`src/rtl/mem_arb_pkg.sv`:
```
// Shared encodings for the instruction/data memory arbiter.
// No logic of its own: state encoding, port-select values, default region split.
// Nothing here stalls; the users of these types handle flow control.
package mem_arb_pkg;

    typedef enum logic [1:0] {
        ST_IDLE    = 2'd0,
        ST_ISSUE   = 2'd1,
        ST_CAPTURE = 2'd2,
        ST_DONE    = 2'd3
    } state_t;

    typedef logic sel_t;

    localparam sel_t SEL_IF = 1'b0;
    localparam sel_t SEL_D  = 1'b1;

    localparam int DEF_DATA_OFFSET = 32;

endpackage

```
`src/rtl/mem_arb_pick.sv`:
```
// Winner select between fetch and data requests; MEM_ARB_RR_EN selects round-robin.
// Purely combinational, zero latency.
// Does not stall; the losing request simply stays pending at the caller.
module mem_arb_pick
    import mem_arb_pkg::*;
(
    input  logic if_req,
    input  logic d_req,
    input  sel_t last_sel,
    output logic any_req,
    output sel_t sel
);

    assign any_req = if_req | d_req;

`ifdef MEM_ARB_RR_EN
    // On a tie the port that did not win last time goes first.
    always_comb begin
        sel = SEL_IF;
        if (if_req && d_req)
            sel = (last_sel == SEL_D) ? SEL_IF : SEL_D;
        else if (d_req)
            sel = SEL_D;
    end
`else
    logic unused_last_sel;
    assign unused_last_sel = last_sel;

    always_comb begin
        sel = d_req ? SEL_D : SEL_IF;
    end
`endif

endmodule

```
`src/rtl/mem_arbiter.sv`:
```
// Shares single-port mem between fetch and load/store ports; optional MEM_ARB_RR_EN.
// Request-to-ack latency 3 cycles, one access every 4 cycles.
// Requesters hold req until ack; the loser waits and is re-sampled in IDLE.
module mem_arbiter
    import mem_arb_pkg::*;
#(
    parameter int ADDR_W      = 7,
    parameter int DATA_W      = 64,
    parameter int DATA_OFFSET = DEF_DATA_OFFSET
) (
    input  logic              clk,
    input  logic              reset,
    input  logic              if_req,
    input  logic [ADDR_W-1:0] if_addr,
    output logic              if_ack,
    output logic [DATA_W-1:0] if_rdata,
    input  logic              d_req,
    input  logic              d_we,
    input  logic [ADDR_W-1:0] d_addr,
    input  logic [DATA_W-1:0] d_wdata,
    output logic              d_ack,
    output logic              d_err,
    output logic [DATA_W-1:0] d_rdata,
    output logic              mem_mode,
    output logic [ADDR_W-1:0] mem_addr,
    output logic [DATA_W-1:0] mem_data_in,
    input  logic [DATA_W-1:0] mem_data_out
);

    localparam logic [ADDR_W-1:0] OFFS = ADDR_W'(DATA_OFFSET);

    state_t state;
    sel_t   cur_sel;
    sel_t   last_sel;
    logic   cur_rd;
    logic   cur_blk;

    logic   any_req;
    sel_t   sel;
    logic   pick_d;
    logic   blk;

    mem_arb_pick u_pick (
        .if_req   (if_req),
        .d_req    (d_req),
        .last_sel (last_sel),
        .any_req  (any_req),
        .sel      (sel)
    );

    assign pick_d = (sel == SEL_D);
    // Writes into instruction space run the full access as a read, leaving mem untouched.
    assign blk    = pick_d && d_we && (d_addr < OFFS);

    always_ff @(posedge clk) begin
        if (reset) begin
            state       <= ST_IDLE;
            cur_sel     <= SEL_IF;
            last_sel    <= SEL_IF;
            cur_rd      <= 1'b0;
            cur_blk     <= 1'b0;
            if_ack      <= 1'b0;
            if_rdata    <= '0;
            d_ack       <= 1'b0;
            d_err       <= 1'b0;
            d_rdata     <= '0;
            mem_mode    <= 1'b0;
            mem_addr    <= '0;
            mem_data_in <= '0;
        end else begin
            if_ack <= 1'b0;
            d_ack  <= 1'b0;
            d_err  <= 1'b0;
            case (state)
                ST_IDLE: begin
                    if (any_req) begin
                        cur_sel     <= sel;
                        last_sel    <= sel;
                        cur_rd      <= !(pick_d && d_we);
                        cur_blk     <= blk;
                        mem_addr    <= pick_d ? d_addr : if_addr;
                        mem_mode    <= pick_d && d_we && !blk;
                        mem_data_in <= pick_d ? d_wdata : mem_data_in;
                        state       <= ST_ISSUE;
                    end
                end
                ST_ISSUE: begin
                    mem_mode <= 1'b0;
                    state    <= ST_CAPTURE;
                end
                ST_CAPTURE: begin
                    if (cur_sel == SEL_D) begin
                        if (cur_rd)
                            d_rdata <= mem_data_out;
                        d_ack <= 1'b1;
                        d_err <= cur_blk;
                    end else begin
                        if_rdata <= mem_data_out;
                        if_ack   <= 1'b1;
                    end
                    state <= ST_DONE;
                end
                ST_DONE: begin
                    state <= ST_IDLE;
                end
                default: begin
                    state <= ST_IDLE;
                end
            endcase
        end
    end

endmodule

```
`config.mk`:
```
export PLATFORM = sky130hd
export DESIGN_NAME = mem_arbiter
export DESIGN_NICKNAME = d
export VERILOG_FILES = /design/src/rtl/mem_arb_pkg.sv /design/src/rtl/mem_arb_pick.sv /design/src/rtl/mem_arbiter.sv
export SDC_FILE = /design/constraint.sdc
export NUM_CORES = 1
export LEC_CHECK = 0
export CORE_MARGIN = 2
export CORE_UTILIZATION = 41
export DETAILED_ROUTE_END_ITERATION = 8
export PLACE_DENSITY = 0.8
export SYNTH_ARGS = -nofsm -noshare
export SYNTH_HDL_FRONTEND = slang
export SYNTH_HIERARCHICAL = 1
export SYNTH_SLANG_ARGS = --single-unit
export TNS_END_PERCENT = 10
```
`constraint.sdc`:
```
create_clock -name clk -period 1.81 [get_ports clk]
set_clock_uncertainty 0.05 [all_clocks]
set_input_delay 0.181 -clock clk [delete_from_list [all_inputs] [get_ports clk]]
set_output_delay 0.181 -clock clk [all_outputs]
set_load 0.02 [all_outputs]
```
; ---- Word-level counts from Yosys, hierarchy flattened
; Index checks and enable logic that the tools add are counted.
[classes]
n_shift = 0
n_eq_ne = 4
n_div = 0
bitwise = 3
magnitude_cmp = 1
addsub = 0
mux = 8
mul = 0
reduce_logical = 14
[op_table]
columns = op, n
row1 = $pmux W2 S4, 1
row2 = $lt A7 B6 Y1 const B, 1
row3 = $mux W7, 1
row4 = $reduce_and A2 Y1, 3
row5 = $reduce_and A3 Y1, 2
row6 = $eq A2 B2 Y1 const B, 2
row7 = $mux W1, 4
row8 = $logic_and A1 B1 Y1, 3
row9 = $reduce_or A3 Y1, 1
row10 = $eq A2 B1 Y1 const B, 1
row11 = $logic_not A1 Y1, 2
row12 = $logic_not A2 Y1, 1
row13 = $mux W2, 1
row14 = $ne A2 B2 Y1 const B, 1
row15 = $not A1 Y1, 2
row16 = $pmux W1 S2, 1
row17 = $reduce_bool A2 Y1, 1
row18 = $reduce_or A2 Y1, 1
row19 = $or A1 B1 Y1, 1
[word_totals]
mem_bits_rw = 0
memories = 0
romBits = 0
reg_bits = 208
word_cells = 42
latch_bits = 0

; ---- Longest topological paths before layout
; Gate-level depths: netlist (run 1).
[logic_depth]
word_depth = 7
ltp_mapped = 7
ltp_nobuf = 5

; ---- Modules after synthesis
; The synthesis (run 1) kept the hierarchy.
[modules_own_cells]
columns = module, n_inst, seq_area_each_um2, area_per_inst_um2, cells_each
row1 = mem_arbiter, 1, 4164.0, 7370.8, 909
row2 = mem_arb_pick, 1, 0.0, 13.8, 2

; ---- Least setup slack after synthesis (run 1)
; OpenSTA, ideal clock, no wires.
[synth_path]
path_type = register -> register
startpoint = register state[0]
endpoint = register mem_data_in[20]
path_stages_with_launch = 8
required_time_ps = 1628
arrival_time_ps = 1228
period_less_slack_ps = 1410
setup_time_ps = 132
n_path_buf = 2
setup_slack_ps = 400
path_cell_list = dfxtp_1 -> inv_1 -> ha_1 -> and3_1 -> buf_4 -> buf_4 -> nand2_1 -> a21oi_1
[synth_via]
elab_chain_cells = 2
[synth_rtl]
columns = element, line
row1 = start: declaration, mem_arbiter.sv:32  ; state_t state;
row2 = start signal: assignment, mem_arbiter.sv:57  ; state <= ST_IDLE;
row3 = start signal: assignment, mem_arbiter.sv:84  ; state <= ST_ISSUE;
row4 = start signal: assignment, mem_arbiter.sv:89  ; state <= ST_CAPTURE;
row5 = $logic_not A2 Y1, mem_arbiter.sv:74  ; case (state)
row6 = $reduce_and A3 Y1 (no line), n/a
row7 = end signal: assignment, mem_arbiter.sv:83  ; mem_data_in <= pick_d ? d_wdata : mem_data_in;
row8 = end: declaration, mem_arbiter.sv:26  ; output logic [DATA_W-1:0] mem_data_in,
; No other way between the ends.
; A chain may end at the register's enable or synchronous reset.

; ---- Worst setup path after layout (run 1)
[layout_path]
startpoint = register if_rdata[53]
endpoint = output port if_rdata[53]
[layout_rtl]
columns = element, line
row1 = start: declaration, mem_arbiter.sv:16  ; output logic [DATA_W-1:0] if_rdata,
row2 = start signal: assignment, mem_arbiter.sv:98  ; if_rdata <= mem_data_out;
; No word-level cell between the ends.

==> results of run 1 <==
[worst reg2reg max path, stage by stage (launching register included)]
cell	delay (ps)
dfxtp_1	320
inv_1	130
ha_1	220
and3_2	370
buf_4	270
nand2_1	70
a21oi_1	130
[power breakdown]
group / total (mW) / internal (mW) / switching (mW)
Clock: 4.41 / 2.60 / 1.81
Sequential: 5.50 / 5.18 / 0.317
Combinational: 4.33 / 1.96 / 2.37
Total: 14.2 / 9.74 / 4.50
[final cells by class]
type / count / area (um2) / area share (%)
inverters: 2 / 7.507 / 0.06358
repair buffers: 370 / 3807 / 32.25
clock inverters: 3 / 22.52 / 0.1907
clock buffers: 38 / 691.9 / 5.860
diodes: 3 / 7.507 / 0.06358
flip-flops and latches: 208 / 4164 / 35.27
multi-input cells: 634 / 2820 / 23.88
well taps: 229 / 286.5 / 2.427
[worst max path at each step]
stage / end / slack [ps] / cells past startpoint / start
floorplan: mem_data_in[20] / 400 / 7 / state[0]
global placement: cur_rd / 90 / 6 / d_req
detailed placement: mem_data_in[60] / 20 / 6 / d_req
CTS: d_rdata[28] / 20 / 1 / d_rdata[28]
global route: d_rdata[33] / 5 / 1 / d_rdata[33]
finish: if_rdata[53] / 50 / 1 / if_rdata[53]
[synth_stat cells, drive strengths merged (2+ instances only)]
cell / n
nand2: 387
nand3: 2
nor2: 15
inv: 2
dfxtp: 208
ha: 5
and3: 2
a211oi: 8
mux2i: 9
clkbuf: 27
a21oi: 193
nand2b: 4
and2: 2
buf: 40
[stage by stage]
stage / util, % / instance area (um2) / hold WS [ps]
2_1_floorplan: - / 7385 / 246.1
3_3_place_gp: 62.07 / 11070 / 390.1
3_5_place_dp: 62.07 / 11070 / 395.7
4_1_cts: 66.13 / 11800 / 169.5
5_1_grt: 66.17 / 11810 / 175.7
6_report: 66.18 / 11810 / 188.9
[cell families after synthesis]
kind of cell	count (synthesis)	share of synthesized area (%)
multiplexers	9	1.220
AO/OA/AOI/OAI	203	14.11
buffers and inverters	69	5.591
AND/OR/NAND/NOR	417	21.84
flip-flops	208	56.39
adder cells (fa/ha/maj)	5	0.8472
[repair_timing]
action,CTS,global route
endpoints found under the hold margin,2,0
hold buffers,1,0
resized for setup,0,1
endpoints found under the setup margin,0,1
[state kept, by name, summed over array words and instances (netlist names)]
| signal | cells |
|---|---|
| d_rdata | 64 |
| last_sel | 1 |
| state | 2 |
| mem_data_in | 64 |
| mem_addr | 7 |
| cur_blk | 1 |
| d_ack | 1 |
| mem_mode | 1 |
| if_rdata | 64 |
| cur_rd | 1 |
| d_err | 1 |
| if_ack | 1 |
[metal layers]
metal,wire length [um],vias up,track usage (%),part of all wire [%]
met3,2189,61,8.071,9.1
met1,9200,3359,28.61,38
met2,11540,313,40.80,48
li1,-,3600,-,-
met4,1041,0,10.47,4.3
met5,0,-,0,0
==> summary.md, run 1 <==
| Metric | Value |
|---|---|
| Status | `finished, final reports clean` |
| Dpl cells | `1442` |
| Core area | `0.01784 mm2` |
| Synth unique cells | `24` |
| Delay of the slowest critical-path stage | `690 ps` |
| Ys async rst share | `0%` |
| Post-CTS setup buffers | `0` |
| Commonest non-fill, non-tap cell in the layout | `nand2_1` |
| Post-synthesis cell area | `0.007385 mm2` |
| Die Wd | `138.2 um` |
| Peak Freq | `567.4 MHz` |
| Detail Route Antenna Nets | `0` |
| RSZ-0062 raised after global routing | `false` |
| Share of cells above drive strength 1 | `4.701%` |
| Yosys top cell area share | `56.39%` |
| Die area | `0.01910 mm2` |
| CTS tree | `yes` |
| Initial antenna violation count | `3` |
| Final hold violation count | `0` |
| IO Pins | `350` |
| Number of global-route vias before repair | `7178` |
| Syn-to-layout area delta | `59.90%` |
| PwrDens | `1206 mW/mm2` |
| R2R Setup Slk | `170 ps` |
| Total gr overflow | `0` |
| Vias/cell | `4.931` |
| Port Buffers | `349` |
| Slowest cell on crit path | `clkdlybuf4s50_1` |
| DP Worst Slack | `21.98 ps` |
| Vias | `7333` |
| Layout fillers | `1465` |
| Worst Path Arrival | `1530 ps` |
| Hold Path Depth | `3` |
| Initial DRC count | `377` |
| Startpoint Class | `register` |
| Final std cells w/o fill | `1487` |
| First-pass GRT wire length | `38010 um` |
| Syn_area_per_cell | `8.106 um2` |
| Final nets | `1391` |
| Setup tns final | `0 ps` |
| Drt wl/cell | `16.12 um` |
| Worst hold path class | `in -> reg` |
| Crit path buf inv count | `1` |
| Req. time, crit path | `1580 ps` |
| Yosys top cell by area | `dfxtp_1` |
| CP Max Fanout | `2` |
| Critical path endpoint category | `output pin` |
| CP Cell Sequence | `clkdlybuf4s50_1` |
| WL final | `23970 um` |
| Worst min-delay path startpoint | `d_wdata[4]` |
| Fin crit share | `97.36%` |
| Largest net degree at the start of global routing | `77` |
| Setup slack after layout | `47.71 ps` |
| DPL Wire Length | `16790 um` |
| Peak supply drop | `0.9359 mV` |
| Cell Rows | `49` |
| Final Power | `14.24 mW` |
| Final setup vio count | `0` |
| Worst R2R Path Depth | `6` |
| Flops & latches, synth | `208` |
| DRT Pass-1 Iters | `5` |
| Crit-path leading delay family | `buffers and inverters` |
| Most frequent cells in the layout | `387 x nand2_1, 347 x clkdlybuf4s50_1, 208 x dfxtp_1, 193 x a21oi_1, 23 x clkbuf_16` |
| Relative slew margins | `72.66%` |
| GRT Util Overall | `24.34%` |
| Clk slew on worst S/H paths | `60 ps` |
| WHS Endpoint | `mem_data_in[4]` |
| CTS buffer count | `23` |
| Worst R2R Start | `state[0]` |
| Post-synth EDFFs | `0` |
| Synthesis warning total | `6` |
| Sink Count | `208` |
| RD Place Congestion | `0.8183` |
| Sequential share of the synthesized area | `56.39%` |
| DRC errors left | `0` |
| Slew @ Worst Pin | `410.0 ps` |
| Reg-to-Reg End | `d_rdata[51]` |
| Minimum clock period | `1762 ps` |
| Critical path class | `reg -> out` |
| Dominant cells by area after synthesis | `dfxtp_1 56%, nand2_1 20%, a21oi_1 13%, buf_6 2.0%, clkbuf_1 1.4%` |
| Final Max Tran Viols | `0` |
| CTS root buffer | `clkbuf_16` |
| Max_cap viols | `0` |
| Most used DFF post-synth | `dfxtp_1` |
| Syn Inst Count | `911` |
| Longest Clk Path Bufs | `3` |
| Worst-skew pair later-pin latency | `510 ps` |
| Initial Util | `41.39%` |
| Synthesized Nets | `1063` |
| Leak | `4.168 nW` |
| Die height | `138.2 um` |
| Maximum level of the CTS H-tree | `1` |
Note: power is estimated with default switching activity, not from simulation.
==> inputs of run 2 (changes only) <==
Settings changed: RECOVER_POWER set to 100.
==> run 2 against run 1 <==
- sequential power hardly changed
- cell count stayed put
- largest power group unchanged
- clock power hardly changed
- power is 1.0% lower
- register-to-register slack worse by 40 ps
- hold slack worse by 1.2 ps
- highest routed layer unchanged
- sequential cell count stayed put
- sequential share of layout area is 0.17 points higher
- utilization is 0.31 points lower
==> summary.md, run 2 (synthesis results as in run 1) <==
| Metric | Value |
|---|---|
| Detail Route Antenna Nets | `0` |
| Sink Count | `208` |
| Top Registers | `d_rdata x64, if_rdata x64, mem_data_in x64` |
| Port Buffers | `349` |
| Startpoint Class | `register` |
| Crit-path leading delay family | `buffers and inverters` |
| Most frequent cells in the layout | `387 x nand2_1, 280 x clkdlybuf4s50_1, 208 x dfxtp_1, 193 x a21oi_1, 68 x dlygate4sd3_1` |
| PwrDens | `1199 mW/mm2` |
| Largest net degree at the start of global routing | `77` |
| Worst hold path class | `in -> reg` |
| Post-layout util | `65.87%` |
| Critical path endpoint category | `output pin` |
| Slowest cell on crit path | `clkdlybuf4s50_1` |
| Status | `finished, final reports clean` |
| Initial antenna violation count | `3` |
| GRT Util Overall | `24.34%` |
| Die Wd | `138.2 um` |
| Core area | `0.01784 mm2` |
| Initial Util | `41.39%` |
| RD Place Congestion | `0.8183` |
| IO Pins | `350` |
| Final Max Tran Viols | `0` |
| Maximum level of the CTS H-tree | `1` |
| First-pass GRT wire length | `38010 um` |
| Commonest non-fill, non-tap cell in the layout | `nand2_1` |
| Delay of the slowest critical-path stage | `690 ps` |
| Final nets | `1391` |
| Longest Clk Path Bufs | `3` |
| CTS buffer count | `23` |
| Number of global-route vias before repair | `7178` |
| CP Max Fanout | `2` |
| Critical path class | `reg -> out` |
| Relative slew margins | `64.42%` |
| CTS tree | `yes` |
| Total gr overflow | `0` |
| Worst-skew pair later-pin latency | `510 ps` |
| WL final | `24010 um` |
| Crit path buf inv count | `1` |
| Setup tns final | `0 ps` |
| DPL Wire Length | `16790 um` |
| Worst Path Arrival | `1540 ps` |
| Drt wl/cell | `16.15 um` |
| Peak Freq | `565.7 MHz` |
| Vias/cell | `4.908` |
| CP Cell Sequence | `clkdlybuf4s50_1` |
| Final hold violation count | `0` |
| Die area | `0.01910 mm2` |
| DRC errors left | `0` |
| Syn-to-layout area delta | `59.15%` |
| Slew @ Worst Pin | `533.7 ps` |
| Max_cap viols | `0` |
| Cell Rows | `49` |
| RSZ-0062 raised after global routing | `false` |
| DRT Pass-1 Iters | `5` |
| Req. time, crit path | `1580 ps` |
| Fin crit share | `97.67%` |
| Vias | `7298` |
| Initial DRC count | `360` |
| Minimum clock period | `1768 ps` |
| Peak supply drop | `0.9247 mV` |
| Final setup vio count | `0` |
| Die height | `138.2 um` |
| Leak | `4.342 nW` |
| Clk slew on worst S/H paths | `60 ps` |
| CTS root buffer | `clkbuf_16` |
| Share of cells above drive strength 1 | `4.542%` |
| Final Power | `14.09 mW` |
==> run 2: changes by cell type in the layout (fill, tap and decap cells not counted), moves of 2 or more <==
| cell | previous run | this run |
|---|---|---|
| buf_6 | 1 | 4 |
| buf_4 | 8 | 6 |
| dlygate4sd3_1 | 1 | 68 |
| and2_0 | 0 | 2 |
| buf_12 | 12 | 8 |
| and2_1 | 2 | 0 |
| clkbuf_1 | 9 | 11 |
| clkdlybuf4s50_1 | 347 | 280 |
==> run 2: what timing repair did <==
item | in CTS | in global routing
buffers inserted | 0 | 0
endpoints found under the setup margin | 0 | 1
endpoints found under the hold margin | 2 | 0
hold buffers | 1 | 0
resized for setup | 0 | 1
==> run 2: layout make-up <==
type / instances / area [um2]
clock inverters: 3 / 22.52
well taps: 229 / 286.5
clock buffers: 38 / 691.9
flip-flops and latches: 208 / 4164
fillers: 1476 / 6088
repair buffers: 370 / 3754
multi-input cells: 634 / 2819
inverters: 2 / 7.507
diodes: 3 / 7.507
==> run 2: per-stage QoR <==
stage / hold WS (ps) / cell area (um2) / setup slack [ps] / std cells
after floorplan: 246.1 / 7385 / 400.1 / 911
after global placement: 390.1 / 11070 / 87.74 / 1442
after detailed placement: 395.7 / 11070 / 21.98 / 1442
after CTS: 169.5 / 11800 / 21.53 / 1484
after global routing: 175.7 / 11750 / 4.545 / 1486
final: 187.6 / 11750 / 42.18 / 1487
==> run 2: routing by layer <==
| metal | wire length [um] | up-vias | GRT usage [%] |
|---|---|---|---|
| li1 | - | 3602 | - |
| met1 | 9209 | 3336 | 28.61 |
| met2 | 11530 | 299 | 40.80 |
| met3 | 2228 | 61 | 8.071 |
| met4 | 1039 | 0 | 10.47 |
| met5 | 0 | - | 0 |
==> run 2: path summary, 6_finish.rpt <==
kind | slack (ps) | depth (start not counted) | startpoint | endpoint
worst max-delay path | 40 | 1 | if_rdata[53] | if_rdata[53]
worst min-delay path | 190 | 3 | d_wdata[4] | mem_data_in[4]
worst max register to register | 130 | 6 | state[0] | d_rdata[29]
worst min register to register | 400 | 2 | mem_data_in[31] | mem_data_in[31]
==> run 2: report_power, final <==
part	leakage, nW	total (mW)	internal (mW)	switching [mW]
Sequential	1.69	5.49	5.18	0.308
Combinational	2.30	4.19	1.83	2.36
Clock	0.350	4.41	2.60	1.81
Total	4.34	14.1	9.61	4.48
==> inputs of run 3 (changes only) <==
Settings changed: PLACE_DENSITY 0.8 to 0.81, SYNTH_HIERARCHICAL 1 to unset.
==> run 3 against run 2 <==
- hold slack got worse by 130 ps
- highest routed layer unchanged
- wire length fell by 2.6%
- clock-buffer cell count fell by 8
- combinational power rose by 6.4%
- largest power group unchanged
- setup slack improved by 4.4 ps
- register-to-register slack improved by 40 ps
- critical path type unchanged
- first-iteration DRC count fell by 20%
==> summary.md, run 3 <==
| Metric | Value |
|---|---|
| Yosys top cell by area | `dfxtp_1` |
| Worst-skew pair later-pin latency | `500 ps` |
| Sink Count | `208` |
| Syn-to-layout area delta | `63.36%` |
| Dominant cells by area after synthesis | `dfxtp_1 57%, nand2_1 20%, a21oi_1 13%, buf_2 2.3%, clkbuf_1 1.1%` |
| CP Max Fanout | `2` |
| DRC errors left | `0` |
| Die area | `0.01881 mm2` |
| Req. time, crit path | `1580 ps` |
| Share of cells above drive strength 1 | `5.723%` |
| Final hold violation count | `0` |
| Critical path endpoint category | `output pin` |
| Relative slew margins | `65.45%` |
| Peak Freq | `567.1 MHz` |
| Initial antenna violation count | `0` |
| Status | `finished, final reports clean` |
| Longest Clk Path Bufs | `3` |
| Commonest non-fill, non-tap cell in the layout | `nand2_1` |
| RD Place Congestion | `0.8098` |
| Delay of the slowest critical-path stage | `690 ps` |
| RSZ-0062 raised after global routing | `false` |
| Worst hold path class | `in -> reg` |
| Vias | `7249` |
| First-pass GRT wire length | `35250 um` |
| Crit-path leading delay family | `buffers and inverters` |
| Sequential share of the synthesized area | `57.27%` |
| Initial Util | `42.04%` |
| Core area | `0.01730 mm2` |
| Top cells by count, synth | `388 x nand2_1, 208 x dfxtp_1, 194 x a21oi_1` |
| Post-layout util | `68.67%` |
| Final Max Tran Viols | `0` |
| Ys async rst share | `0%` |
| Worst Path Arrival | `1530 ps` |
| Startpoint Class | `register` |
| Peak supply drop | `1.132 mV` |
| Initial DRC count | `287` |
| Number of antenna repair diodes | `0` |
| Fin crit share | `97.42%` |
| Largest net degree at the start of global routing | `61` |
| Slew @ Worst Pin | `518.3 ps` |
| Final setup vio count | `0` |
| Top Registers | `d_rdata x64, if_rdata x64, mem_data_in x64` |
| Top-count cell post-synth | `nand2_1` |
| Vias/cell | `4.888` |
| Dpl cells | `1441` |
| Detail Route Antenna Nets | `0` |
| GRT Util Overall | `23.56%` |
| Leak | `4.358 nW` |
| Minimum clock period | `1763 ps` |
| Synth unique cells | `22` |
| Cts-stage hold buffer count | `0` |
| Port Buffers | `349` |
| Crit path buf inv count | `1` |
| Flops & latches, synth | `208` |
| Synthesis warning total | `0` |
| DRT Pass-1 Iters | `4` |
| WL final | `23400 um` |
| Final Power | `14.90 mW` |
| IO Pins | `350` |
| Max_cap viols | `0` |
| CTS buffer count | `23` |
| Final std cells w/o fill | `1483` |
| Maximum level of the CTS H-tree | `1` |
| Setup tns final | `0 ps` |
| Die Wd | `137.2 um` |
| Syn_area_per_cell | `8.007 um2` |
| PwrDens | `1254 mW/mm2` |
| Post-CTS setup buffers | `0` |
| Syn Inst Count | `908` |
| DPL Wire Length | `16450 um` |
| Post-CTS sizing | `0` |
| Slowest cell on crit path | `dlygate4sd3_1` |
| CTS tree | `yes` |
| Post-synth EDFFs | `0` |
| Die height | `137.2 um` |
| Yosys top cell area share | `57.27%` |
| Number of global-route vias before repair | `6942` |
| Synthesized Nets | `1060` |
| CTS root buffer | `clkbuf_16` |
| Post-synthesis cell area | `0.007271 mm2` |
| Drt wl/cell | `15.78 um` |
| CP Cell Sequence | `dlygate4sd3_1` |
| Clk slew on worst S/H paths | `60 ps` |
| Total gr overflow | `0` |
| Most frequent cells in the layout | `387 x nand2_1, 301 x clkdlybuf4s50_1, 208 x dfxtp_1, 194 x a21oi_1, 47 x dlygate4sd3_1` |
| Most used DFF post-synth | `dfxtp_1` |
| Cell Rows | `48` |
| Final nets | `1393` |
| Critical path class | `reg -> out` |
## run 3: changes by cell type in the layout (fill, tap and decap cells not counted), sizes merged, moves of 2 or more
cell           delta
bufinv            +3
clkdlybuf4s50    +21
diode             -3
dlygate4sd3      -21
clkinvlp          +3
clkbuf            -8
nand2b            -2
buf               +4
clkinv            +3
## run 3: power breakdown
part | total [mW] | internal (mW) | leakage (nW) | switching (mW)
Combinational | 4.46 | 1.95 | 2.28 | 2.51
Clock | 4.88 | 2.99 | 0.391 | 1.89
Sequential | 5.56 | 5.22 | 1.69 | 0.333
## run 3: worst paths after layout
| path | startpoint | to | slack [ps] | depth (start not counted) |
|---|---|---|---|---|
| worst max-delay path | mem_data_in[54] | mem_data_in[54] | 50 | 1 |
| worst min-delay path | reset | if_ack | 60 | 2 |
| worst max register to register | state[1] | cur_rd | 170 | 5 |
| worst min register to register | mem_data_in[25] | mem_data_in[25] | 400 | 2 |
## run 3: logic make-up (layout without fill, tap and decap cells)
kind of cell    Yosys count  count (layout)  synth area share, %
flops                   208             208                57.27
simple gates            413             413                21.73
fa+ha+maj                 5               5               0.8604
buf+inv                  68             418                4.337
compound gates          206             206                14.70
mux                       8               8                1.101
## run 3: layer usage
metal | GRT usage (%) | part of all wire, % | wire length (um)
met5 | 0 | 0 | 0
met4 | 7.847 | 2.8 | 650
met3 | 9.259 | 11 | 2551
met2 | 41.40 | 50 | 11670
met1 | 25.87 | 36 | 8523
## run 3: final cells by class
| cell class | count | area, um2 |
|---|---|---|
| fill | 1369 | 5419 |
| clock inverter | 12 | 156.4 |
| sequential | 208 | 4164 |
| inverter | 2 | 7.507 |
| timing repair buffer | 374 | 3814 |
| tap | 225 | 281.5 |
| multi-input combinational | 632 | 2803 |
| clock buffer | 30 | 651.9 |
## run 3: through the flow
stage	setup WS [ps]	hold WS, ps	cell area [um2]
2_1_floorplan	257.8	226.6	7271
3_3_place_gp	281.4	390.4	11080
3_5_place_dp	211.7	395.3	11080
4_1_cts	45.79	39.75	11890
5_1_grt	1.638	61.87	11880
6_report	46.63	56.90	11880
## run 3: worst reg2reg max path, delay by kind of cell, from the launching register on
kind	cells	cell delay (ps)
flip-flops	1	370
AO/OA/AOI/OAI	1	290
adder cells (fa/ha/maj)	1	260
AND/OR/NAND/NOR	1	290
buffers and inverters	2	280
